## src/rtl/ram_burst_pkg.sv

```systemverilog
// Shared constants for the burst RAM controller: default geometry and FSM state encodings.
package ram_burst_pkg;

  localparam int unsigned DEFAULT_DEPTH = 8;
  localparam int unsigned DEFAULT_WIDTH = 8;

  localparam logic [1:0] ST_IDLE  = 2'd0;
  localparam logic [1:0] ST_WRITE = 2'd1;
  localparam logic [1:0] ST_READ  = 2'd2;
  localparam logic [1:0] ST_DRAIN = 2'd3;

endpackage

```

## src/rtl/rd_skid_buf.sv

```systemverilog
// Two-entry FIFO that holds RAM read data until the consumer accepts it.
module rd_skid_buf #(
  parameter int unsigned WIDTH = 8
) (
  input  logic             clk_i,
  input  logic             rst_i,
  input  logic             in_valid_i,
  output logic             in_ready_o,
  input  logic [WIDTH-1:0] in_data_i,
  output logic             out_valid_o,
  input  logic             out_ready_i,
  output logic [WIDTH-1:0] out_data_o,
  output logic [1:0]       count_o
);

  logic [WIDTH-1:0] head_q, head_d;
  logic [WIDTH-1:0] tail_q, tail_d;
  logic [1:0]       cnt_q, cnt_d;
  logic             push, pop;

  assign in_ready_o  = (cnt_q != 2'd2);
  assign out_valid_o = (cnt_q != 2'd0);
  assign out_data_o  = head_q;
  assign count_o     = cnt_q;
  assign push        = in_valid_i & in_ready_o;
  assign pop         = out_valid_o & out_ready_i;

  // Head is always the oldest word; a pop shifts the tail forward.
  always_comb begin
    head_d = head_q;
    tail_d = tail_q;
    cnt_d  = cnt_q;
    if (pop) begin
      head_d = tail_q;
      cnt_d  = cnt_d - 2'd1;
    end
    if (push) begin
      if ((cnt_q == 2'd0) || ((cnt_q == 2'd1) && pop)) begin
        head_d = in_data_i;
      end else begin
        tail_d = in_data_i;
      end
      cnt_d = cnt_d + 2'd1;
    end
  end

  always_ff @(posedge clk_i) begin
    if (rst_i) begin
      head_q <= '0;
      tail_q <= '0;
      cnt_q  <= 2'd0;
    end else begin
      head_q <= head_d;
      tail_q <= tail_d;
      cnt_q  <= cnt_d;
    end
  end

endmodule

```

## src/rtl/ram_burst_ctrl.sv

```systemverilog
// Burst read/write controller for a single-port RAM with one-cycle read latency.
module ram_burst_ctrl
  import ram_burst_pkg::*;
#(
  parameter  int unsigned DEPTH = DEFAULT_DEPTH,
  parameter  int unsigned WIDTH = DEFAULT_WIDTH,
  localparam int unsigned AW    = $clog2(DEPTH)
) (
  input  logic             clk,
  input  logic             rst,
  input  logic             cmd_valid,
  output logic             cmd_ready,
  input  logic             cmd_write,
  input  logic [AW-1:0]    cmd_addr,
  input  logic [AW:0]      cmd_len,
  input  logic             wr_valid,
  output logic             wr_ready,
  input  logic [WIDTH-1:0] wr_data,
  output logic             rd_valid,
  input  logic             rd_ready,
  output logic [WIDTH-1:0] rd_data,
  output logic             busy,
  output logic             done,
  output logic             ram_w_en,
  output logic [AW-1:0]    ram_addr,
  output logic [WIDTH-1:0] ram_data_in,
  input  logic [WIDTH-1:0] ram_data_out
);

  logic [1:0]       state_q, state_d;
  logic [AW-1:0]    addr_q, addr_d, addr_inc;
  logic [AW:0]      cnt_q, cnt_d;
  logic             inflight_q, inflight_d;
  logic             done_q, done_d;
  logic             drain_last;
  logic             buf_in_ready, buf_valid;
  logic [WIDTH-1:0] buf_data;
  logic [1:0]       buf_cnt;

  assign addr_inc = (addr_q == AW'(DEPTH - 1)) ? '0 : addr_q + AW'(1);

  // Captures read data exactly one cycle after the access; flushed by reset.
  rd_skid_buf #(.WIDTH(WIDTH)) u_rd_buf (
    .clk_i       (clk),
    .rst_i       (rst),
    .in_valid_i  (inflight_q & buf_in_ready),
    .in_ready_o  (buf_in_ready),
    .in_data_i   (ram_data_out),
    .out_valid_o (buf_valid),
    .out_ready_i (rd_ready & ~rst),
    .out_data_o  (buf_data),
    .count_o     (buf_cnt)
  );

  assign rd_valid = buf_valid & ~rst;
  assign rd_data  = rd_valid ? buf_data : '0;
  assign busy     = (state_q != ST_IDLE) & ~rst;
  assign done     = (done_q | drain_last) & ~rst;

  always_comb begin
    state_d     = state_q;
    addr_d      = addr_q;
    cnt_d       = cnt_q;
    inflight_d  = 1'b0;
    done_d      = 1'b0;
    drain_last  = 1'b0;
    cmd_ready   = 1'b0;
    wr_ready    = 1'b0;
    ram_w_en    = 1'b0;
    ram_addr    = '0;
    ram_data_in = '0;
    case (state_q)
      ST_IDLE: begin
        cmd_ready = 1'b1;
        if (cmd_valid) begin
          if (cmd_len == '0) begin
            done_d = 1'b1;
          end else begin
            addr_d  = cmd_addr;
            cnt_d   = cmd_len;
            state_d = cmd_write ? ST_WRITE : ST_READ;
          end
        end
      end
      ST_WRITE: begin
        wr_ready = 1'b1;
        if (wr_valid) begin
          ram_w_en    = 1'b1;
          ram_addr    = addr_q;
          ram_data_in = wr_data;
          addr_d      = addr_inc;
          cnt_d       = cnt_q - (AW+1)'(1);
          if (cnt_q == (AW+1)'(1)) begin
            state_d = ST_IDLE;
            done_d  = 1'b1;
          end
        end
      end
      ST_READ: begin
        // Never issue more reads than the buffer can absorb.
        if (({1'b0, buf_cnt} + {2'b00, inflight_q}) < 3'd2) begin
          ram_addr   = addr_q;
          inflight_d = 1'b1;
          addr_d     = addr_inc;
          cnt_d      = cnt_q - (AW+1)'(1);
          if (cnt_q == (AW+1)'(1)) begin
            state_d = ST_DRAIN;
          end
        end
      end
      ST_DRAIN: begin
        if (buf_valid && rd_ready && (buf_cnt == 2'd1) && !inflight_q) begin
          state_d    = ST_IDLE;
          drain_last = 1'b1;
        end
      end
      default: state_d = ST_IDLE;
    endcase
    if (rst) begin
      cmd_ready   = 1'b0;
      wr_ready    = 1'b0;
      ram_w_en    = 1'b0;
      ram_addr    = '0;
      ram_data_in = '0;
      drain_last  = 1'b0;
    end
  end

  always_ff @(posedge clk) begin
    if (rst) begin
      state_q    <= ST_IDLE;
      addr_q     <= '0;
      cnt_q      <= '0;
      inflight_q <= 1'b0;
      done_q     <= 1'b0;
    end else begin
      state_q    <= state_d;
      addr_q     <= addr_d;
      cnt_q      <= cnt_d;
      inflight_q <= inflight_d;
      done_q     <= done_d;
    end
  end

endmodule

```

## config.mk

```make
export PLATFORM = sky130hd
export DESIGN_NAME = ram_burst_ctrl
export DESIGN_NICKNAME = d
export VERILOG_FILES = /design/src/rtl/ram_burst_pkg.sv /design/src/rtl/rd_skid_buf.sv /design/src/rtl/ram_burst_ctrl.sv
export SDC_FILE = /design/constraint.sdc
export NUM_CORES = 1
export LEC_CHECK = 0
export ABC_AREA = 1
export CAP_MARGIN = 20
export CORE_ASPECT_RATIO = 0.75
export CORE_UTILIZATION = 51
export CTS_CLUSTER_SIZE = 8
export DETAILED_ROUTE_END_ITERATION = 10
export PLACE_DENSITY_LB_ADDON = 0.1
export SYNTH_ARGS = -nofsm -noshare
export SYNTH_HDL_FRONTEND = slang
export SYNTH_HIERARCHICAL = 1
export SYNTH_SLANG_ARGS = --single-unit
```

## constraint.sdc

```tcl
create_clock -name clk -period 2.3 [get_ports clk]
set_clock_uncertainty 0.15 [all_clocks]
set_input_delay 0.345 -clock clk [delete_from_list [all_inputs] [get_ports clk]]
set_output_delay 0.345 -clock clk [all_outputs]
set_load 0.01 [all_outputs]
```

Word level (Yosys, flattened, before mapping)
Index checks and enable logic that the tools add are counted.
Widths: inputs -> output; s select.
{"block": "word_totals", "ff_bits": 29, "latchBits": 0, "ramBits": 0, "rom_bits": 0, "inputBits": 29, "output_inout_bits": 25, "mem_count": 0}
{"block": "op_classes", "add_sub_neg": 5, "mul": 0, "div": 0, "magnitude_cmp": 1, "n_eq_ne": 14, "n_shift": 0, "n_mux": 49, "bitwise_logic": 11, "reduce_logical": 16}
{"op": "$mux 8", "count": 7}
{"op": "$mux 3", "count": 8}
{"op": "$mux 2", "count": 10}
{"op": "$mux 4", "count": 4}
{"op": "$ne 2x2->1 const B", "count": 8}
{"op": "$mux 1", "count": 15}
{"op": "$pmux 4 s3", "count": 1}
{"op": "$pmux 3 s3", "count": 1}
{"op": "$pmux 2 s4", "count": 1}
{"op": "$and 1x1->1", "count": 7}
{"op": "$reduce_and 7->1", "count": 1}
{"op": "$pmux 3 s2", "count": 1}
{"op": "$reduce_and 5->1", "count": 1}
{"op": "$eq 2x1->1 const B", "count": 2}
{"op": "$eq 2x2->1 const B", "count": 2}
{"op": "$eq 4x1->1 const B", "count": 1}
{"op": "$logic_and 1x1->1", "count": 4}
{"op": "$logic_not 2->1", "count": 2}
{"op": "$logic_not 4->1", "count": 1}
{"op": "$reduce_bool 2->1", "count": 2}
{"op": "$sub 4x1->4 const B", "count": 1}
{"op": "$add 2x1->3", "count": 1}
{"op": "$add 3x1->3 const B", "count": 1}
{"op": "$eq 3x3->1 const B", "count": 1}
{"op": "11 further kinds", "count": 13}

Logic depth before layout (Yosys ltp)
Gate-level depths: netlist of run 1.
{"block": "depth", "word_depth": 9, "mapped_depth": 12, "ltp_nobuf": 11}

Modules after synthesis
Netlist of run 1, hierarchy kept.
{"mod": "ram_burst_ctrl", "instances": 1, "cells_per_inst": 179, "area_per_inst_um2": 1046.0, "seq_area_each_um2": 220.2}
{"mod": "rd_skid_buf", "instances": 1, "cells_per_inst": 124, "area_per_inst_um2": 834.6, "seq_area_each_um2": 360.3}

Worst setup path after synthesis of run 1
No wires, ideal clock.
{"block": "synth_timing", "path_type": "flip-flop to output port", "from": "reg state_q[0]", "to": "out ram_addr[1]", "arrival_ns": 1.219, "t_required_ns": 1.805, "setup_slack_ns": 0.586, "path_stages_with_launch": 6, "n_path_buf": 1, "path_cell_list": "dfxtp_1 > inv_1 > ha_1 > buf_4 > nand2_1 > nor3_1"}
{"block": "synth_between", "elab_chain_cells": 3, "word_cells_on_any_way": 4, "cone_classes": "eq/ne (2); mux (2)"}
{"element": "from (decl)", "line": "ram_burst_ctrl.sv:30", "text": "logic [1:0] state_q, state_d;"}
{"element": "from (signal assigned)", "line": "ram_burst_ctrl.sv:137", "text": "state_q <= state_d;"}
{"element": "$eq 2x2->1 / $eq 2x1->1 (equally long branches)", "line": "ram_burst_ctrl.sv:72", "text": "case (state_q)"}
{"element": "$pmux 3 s2 *", "line": "ram_burst_ctrl.sv:72"}
{"element": "$mux 3 *", "line": "ram_burst_ctrl.sv:119", "text": "if (rst) begin"}
{"element": "to (decl)", "line": "ram_burst_ctrl.sv:25", "text": "output logic [AW-1:0] ram_addr,"}
Every way passes the cells marked *; elsewhere a longest branch is shown, timed or not.

Worst setup path after layout of run 1
{"block": "layout_timing", "from": "reg u_rd_buf.cnt_q[1], in the netlist u_rd_buf/count_o[1]", "to": "out rd_valid"}
{"block": "layout_between", "elab_chain_cells": 2}
{"element": "from (decl)", "line": "rd_skid_buf.sv:18", "text": "logic [1:0] cnt_q, cnt_d;"}
{"element": "from (signal assigned)", "line": "rd_skid_buf.sv:55", "text": "cnt_q <= cnt_d;"}
{"element": "$reduce_bool 2->1", "line": "rd_skid_buf.sv:22", "text": "assign out_valid_o = (cnt_q != 2'd0);"}
{"element": "net buf_valid", "line": "ram_burst_ctrl.sv:36", "text": "logic buf_in_ready, buf_valid;"}
{"element": "$and 1x1->1", "line": "ram_burst_ctrl.sv:55", "text": "assign rd_valid = buf_valid & ~rst;"}
{"element": "to (decl)", "line": "ram_burst_ctrl.sv:19", "text": "output logic rd_valid,"}
The timed path passes the listed nets, and every way through them passes these cells.

==> results of run 1 <==
worst max-delay path, stage by stage (launching register included):
cell and delay (ns):
dfxtp_2 0.35, inv_1 0.08, ha_1 0.23, inv_2 0.09, nand2_4 0.09, inv_1 0.07
clkdlybuf4s50_1 0.52
timing repair:
item / in CTS / in global routing
hold endpoints to repair: 0 / 0
gates resized for setup: 22 / 10
pin swaps: 0 / 0
buffers inserted: 2 / 0
setup endpoints to repair: 22 / 8
layout by cell type, fill, tap and decap left out, types with 9 or more instances in the layout:
master           Yosys  layout
nor2_1              78      77
nand3_1             12      12
o21ai_0             20      20
dfxtp_1             29      26
nand2_1             62      62
buf_4                1       9
dlygate4sd2_1        0      14
ha_1                12      10
clkdlybuf4s50_1      0      32
inv_1               51      49
registers in the layout, indices dropped and copies added (netlist names):
register,cells
u_rd_buf/out_data_o,8
u_rd_buf/tail_q,8
cnt_q,4
addr_q,3
state_q,2
u_rd_buf/count_o,2
done_q,1
inflight_q,1
metal layers:
layer / routed length, um / vias to the layer above / GRT usage (%) / share of wire, %
met5: 0 / - / 0 / 0
met4: 64 / 0 / 8.82 / 1.4
met3: 346 / 8 / 6.45 / 7.7
met2: 1870 / 65 / 37.5 / 42
met1: 2200 / 807 / 33.1 / 49
li1: - / 1043 / - / -
power breakdown:
| group | internal (mW) | switching, mW | leakage, nW |
|---|---|---|---|
| logic | 0.544 | 0.792 | 1.15 |
| clock network | 0.208 | 0.201 | 0.0439 |
| registers | 0.634 | 0.0928 | 0.238 |
| total | 1.39 | 1.09 | 1.43 |
area by class of cell:
type,count,share of cell area [%]
Sequential cell,29,22.5
Inverter,55,8.08
Clock buffer,5,2.64
Multi-Input combinational cell,214,41.1
Clock inverter,3,0.673
Timing Repair Buffer,62,22.7
Tap cell,50,2.40
per-stage QoR:
| step | utilization [%] | hold WS [ns] | setup TNS [ns] |
|---|---|---|---|
| 3_5_place_dp | 73.3 | 0.349 | -0.128 |
| 5_1_grt | 76.5 | 0.391 | 0 |
| 4_1_cts | 76.1 | 0.361 | 0 |
| 3_3_place_gp | 73.3 | 0.332 | -0.0529 |
| 2_1_floorplan | - | 0.304 | 0 |
| 6_report | 76.5 | 0.364 | 0 |
logic make-up (layout without fill, tap and decap cells):
family	Yosys count	in the layout	share of synthesized area [%]
mux	2	2	1.06
flops	29	29	30.9
simple gates	167	167	37.3
fa+ha+maj	12	12	7.98
buf+inv	60	125	13.0
compound gates	33	33	9.85
worst paths after layout:
kind | from | slack [ns] | endpoint
hold reg to reg | addr_q[2]$_SDFFE_PP0P_ | 0.36 | addr_q[2]$_SDFFE_PP0P_
setup reg to reg | u_rd_buf/count_o[1]$_SDFF_PP0_ | 0.42 | u_rd_buf/tail_q[7]$_SDFFE_PP0P_
hold / removal | addr_q[2]$_SDFFE_PP0P_ | 0.36 | addr_q[2]$_SDFFE_PP0P_
setup / recovery | u_rd_buf/count_o[1]$_SDFF_PP0_ | 0.09 | rd_valid
==> results.cfg, run 1 <==
[global_route]
grt_usage_pct = 24.4
grt.overflow.total = 0
grt_max_degree = 19
grt_pass1_vias = 1664
grt_pass1_wl_um = 7180
antenna_found_initial = 0

[synthesis]
synthArstFlopShare_pct = 0
syn_nets = 344
syn_area_um2 = 1880
yosys.area.top_type_share_pct = 30.9
yosys.area.top_type = dfxtp_1
synth_area_leaders = dfxtp_1 (31%), nor2_1 (16%), nand2_1 (12%)
ys_seq_area_share_pct = 30.9
synth.distinct_cells = 29
synth_seq_cells = 29
synth_common_cells = nor2_1 (78), nand2_1 (62), inv_1 (51), dfxtp_1 (29), o21ai_0 (20)
netlist_instances = 303
syn_avg_cell_area_um2 = 6.21
yosysWarningCount = 6
yosysMostFrequentCell = nor2_1
synth-edff-count = 0
synth_flop_cell = dfxtp_1

[die]
rows = 18
start_util_pct = 55.3
ios = 54
core_um2 = 3400
dieArea_um2 = 3940
die_h_um = 54.6
die_x_um = 72.1

[routing]
wl_um = 4480
drtPass1Iterations = 4
dr_total_vias = 1923
final_antenna_net_count = 0
drt-wirelength-per-cell_um = 10.7
drt-initial-drc-count = 74
drc = 0
via_per_inst = 4.60

[timing]
hold_viol = 0
rsz0062_at_grt = no
maxSlewViolCount = 0
worst_slack_ns = 0.0890
max_slew.worst_pin.slew_ns = 0.450
period_share_pct = 96.1
relSlewSlack_pct = 70.0
fmax_ghz = 0.452
min_period_ns = 2.21
final-setup-viol-count = 0

[cts]
tritoncts = built
clk_path_buf_depth = 2
root_buffer = clkbuf_8
ctsHtreeMaxLevel = 2
postCtsHoldBufs = 0
clk_latency_ns = 0.29
clk_pin_slew_worst_paths_ns = 0.07
cts_sinks = 29
cts_buffers = 5

[place]
place_area_um2 = 2490
hpwl_um = 3340
place_congestion = 0.783
placed_cells = 408
dp_slack_ns = -0.0461
port-buffer-count = 53

[worst_setup_path]
cp.required_ns = 1.80
crit_path_end_kind = output pin
cp-start-kind = flip-flop
ff2ff_path_depth = 10
worstSetupPathType = flip-flop to output pin
arrival_ns = 1.72
cp_max_fo = 9

[final_layout]
diodes = 0
nFillCells = 260
area_growth_pct = 38.4
seq_area_um2 = 584
final_cells = 418
drive_gt1_share_pct = 12.0
final_nets = 408
fin_area_um2 = 2600
multi_input_area_um2 = 1070

[pwr]
worst_ir_drop_vdd_uv = 844
finalPower_mw = 2.47
power-per-cell-area_nw_per_um2 = 950
p_leak_nw = 1.43

[worst_hold_path]
worstHoldPathType = flip-flop to flip-flop
whs_path_depth = 2

[status]
outcome = finished clean

[flow_run]
maxCapViolations = 0
No activity file was read; power rests on OpenSTA's default activity.
==> run 2, diff against run 1 <==
ABC_CLOCK_PERIOD_IN_PS = 2300   (was not set)
CTS_CLUSTER_DIAMETER = 30   (was not set)
==> results of run 2 <==
The final DEF is identical to that of run 1; final timing and power are the same.
==> run 3, diff against run 2 <==
CORE_UTILIZATION = 40   (was 51)
SKIP_CTS_REPAIR_TIMING = 1   (was not set)
==> run 3 against run 2 <==
  * Global-route usage is 4.6 points lower
  * Critical path type unchanged
  * Critical endpoint is now done
  * First-iteration DRC count is 16% lower
  * Non-clock buffer count is 4 higher
  * Clock-buffer cell count is 1 higher
  * Register-to-register slack better by 0.11 ns
==> results.cfg, run 3 (synthesis results as in run 1) <==
[cts]
root_buffer = clkbuf_8
tritoncts = built
clk_path_buf_depth = 2
ctsHtreeMaxLevel = 2
cts_sinks = 29
cts_buffers = 5
clk_latency_ns = 0.29
clk_pin_slew_worst_paths_ns = 0.07

[timing]
max_slew.worst_pin.slew_ns = 0.485
maxSlewViolCount = 0
finalSetupTns_ns = 0
period_share_pct = 94.2
relSlewSlack_pct = 67.6
holdWs_ns = 0.360
hold_viol = 0
final-setup-viol-count = 0
fmax_ghz = 0.462
min_period_ns = 2.17
rsz0062_at_grt = no
worst_slack_ns = 0.134

[die]
core_um2 = 4490
die_h_um = 61.4
ios = 54
start_util_pct = 41.9
rows = 21
dieArea_um2 = 4980
die_x_um = 81.2

[global_route]
grt.overflow.total = 0
antenna_found_initial = 0
grt_usage_pct = 19.8
grt_pass1_wl_um = 7250
grt_pass1_vias = 1566
grt_max_degree = 19

[worst_setup_path]
arrival_ns = 1.67
cp.required_ns = 1.80
r2r-start = u_rd_buf/count_o[0]$_SDFF_PP0_
ff2ff_path_depth = 11
r2r-end = state_q[1]$_SDFFE_PP0P_
startpoint = u_rd_buf/count_o[0]$_SDFF_PP0_
critPathMostFrequentCell = inv_1
worst-path-buf-inv = 5
crit_end = done
r2r_slack_ns = 0.53
cpPeakStageDelay_ns = 0.34
cp_top_family = buffers and inverters
crit_path_top_delay_cell = dfxtp_1
cp_max_fo = 4
worstSetupPathType = flip-flop to output pin
crit_path_end_kind = output pin
cp_cell_sequence = inv_1 -> ha_1 -> inv_2 -> buf_4 -> nand2_1 -> inv_1 -> nand4_1 -> a21oi_2 -> clkbuf_2
crit_cells = 9
cp-start-kind = flip-flop

[place]
port-buffer-count = 53
hpwl_um = 3570
place_area_um2 = 2520
dp_slack_ns = -0.134
placed_cells = 418
place_congestion = 0.823

[routing]
drt-initial-drc-count = 62
drtPass1Iterations = 4
drt-wirelength-per-cell_um = 11.1
final_antenna_net_count = 0
dr_total_vias = 1941
drc = 0
wl_um = 4740
via_per_inst = 4.52

[pwr]
switching_share_pct = 43.4
worst_ir_drop_vdd_uv = 772
p_sw_mw = 1.09
intPower_mw = 1.43
power-per-cell-area_nw_per_um2 = 931
power_frac_clock_pct = 18.2
p_leak_nw = 1.67
finalPower_mw = 2.52
combPwrFrac_pct = 52.9
pwr-share-seq_pct = 28.9

[final_layout]
layout_common_cells = nor2_1 (77), nand2_1 (62), inv_1 (50), clkdlybuf4s50_1 (31), dfxtp_1 (26)
fin_area_um2 = 2710
fin_util_pct = 60.3
area_growth_pct = 44.1
final_common_cell = nor2_1
nFillCells = 446
drive_gt1_share_pct = 12.9
final_cells = 429
final_nets = 412
diodes = 0

[status]
outcome = finished clean

[flow_run]
maxCapViolations = 0

[worst_hold_path]
worstHoldPathType = flip-flop to flip-flop
==> run 3: cell types whose count changed in the layout (fill, tap and decap cells not counted), sizes merged <==
cell and change:
clkinvlp -1, clkdlybuf4s50 -1, dlygate4sd2 -14, dlymetal6s2s +15, clkbuf +1, buf +4
==> run 3: layer usage <==
layer / track usage, % / part of all wire, %
met4: 7.65 / 1.3
met5: 0 / 0
met3: 4.89 / 5.7
met2: 26.8 / 40
met1: 29.6 / 53
==> run 3: worst min-delay path by stage <==
stage	startpoint	endpoint	slack (ns)	depth (start not counted)
floorplan	addr_q[1]$_SDFFE_PP0P_	addr_q[1]$_SDFFE_PP0P_	0.30	2
global placement	addr_q[2]$_SDFFE_PP0P_	addr_q[2]$_SDFFE_PP0P_	0.34	2
detailed placement	u_rd_buf/tail_q[4]$_SDFFE_PP0P_	u_rd_buf/tail_q[4]$_SDFFE_PP0P_	0.35	2
CTS	addr_q[2]$_SDFFE_PP0P_	addr_q[2]$_SDFFE_PP0P_	0.36	2
global route	addr_q[1]$_SDFFE_PP0P_	addr_q[1]$_SDFFE_PP0P_	0.39	2
finish	addr_q[2]$_SDFFE_PP0P_	addr_q[2]$_SDFFE_PP0P_	0.36	2
==> run 3: final cells by class <==
| class | count | area [um^2] | area share [%] |
|---|---|---|---|
| Multi-Input combinational cell | 214 | 1070 | 39.6 |
| Clock buffer | 6 | 82.6 | 3.05 |
| Clock inverter | 2 | 13.8 | 0.508 |
| Inverter | 55 | 210 | 7.76 |
| Timing Repair Buffer | 66 | 676 | 24.9 |
| Tap cell | 57 | 71.3 | 2.63 |
| Sequential cell | 29 | 584 | 21.6 |
==> run 3: power groups by stage <==
stage	clock network (mW)	logic [mW]	registers, mW
6_report	0.458	1.34	0.729
3_3_place_gp	0	1.28	0.730
3_5_place_dp	0	1.29	0.734
5_1_grt	0.487	1.51	0.746
4_1_cts	0.471	1.30	0.723
2_1_floorplan	0	0.940	0.711
==> run 3: tightest hold or removal path, cell delays in order, from the launching register on <==
cell	delay, ns
dfxtp_1	0.32
inv_1	0.09
a21oi_2	0.05
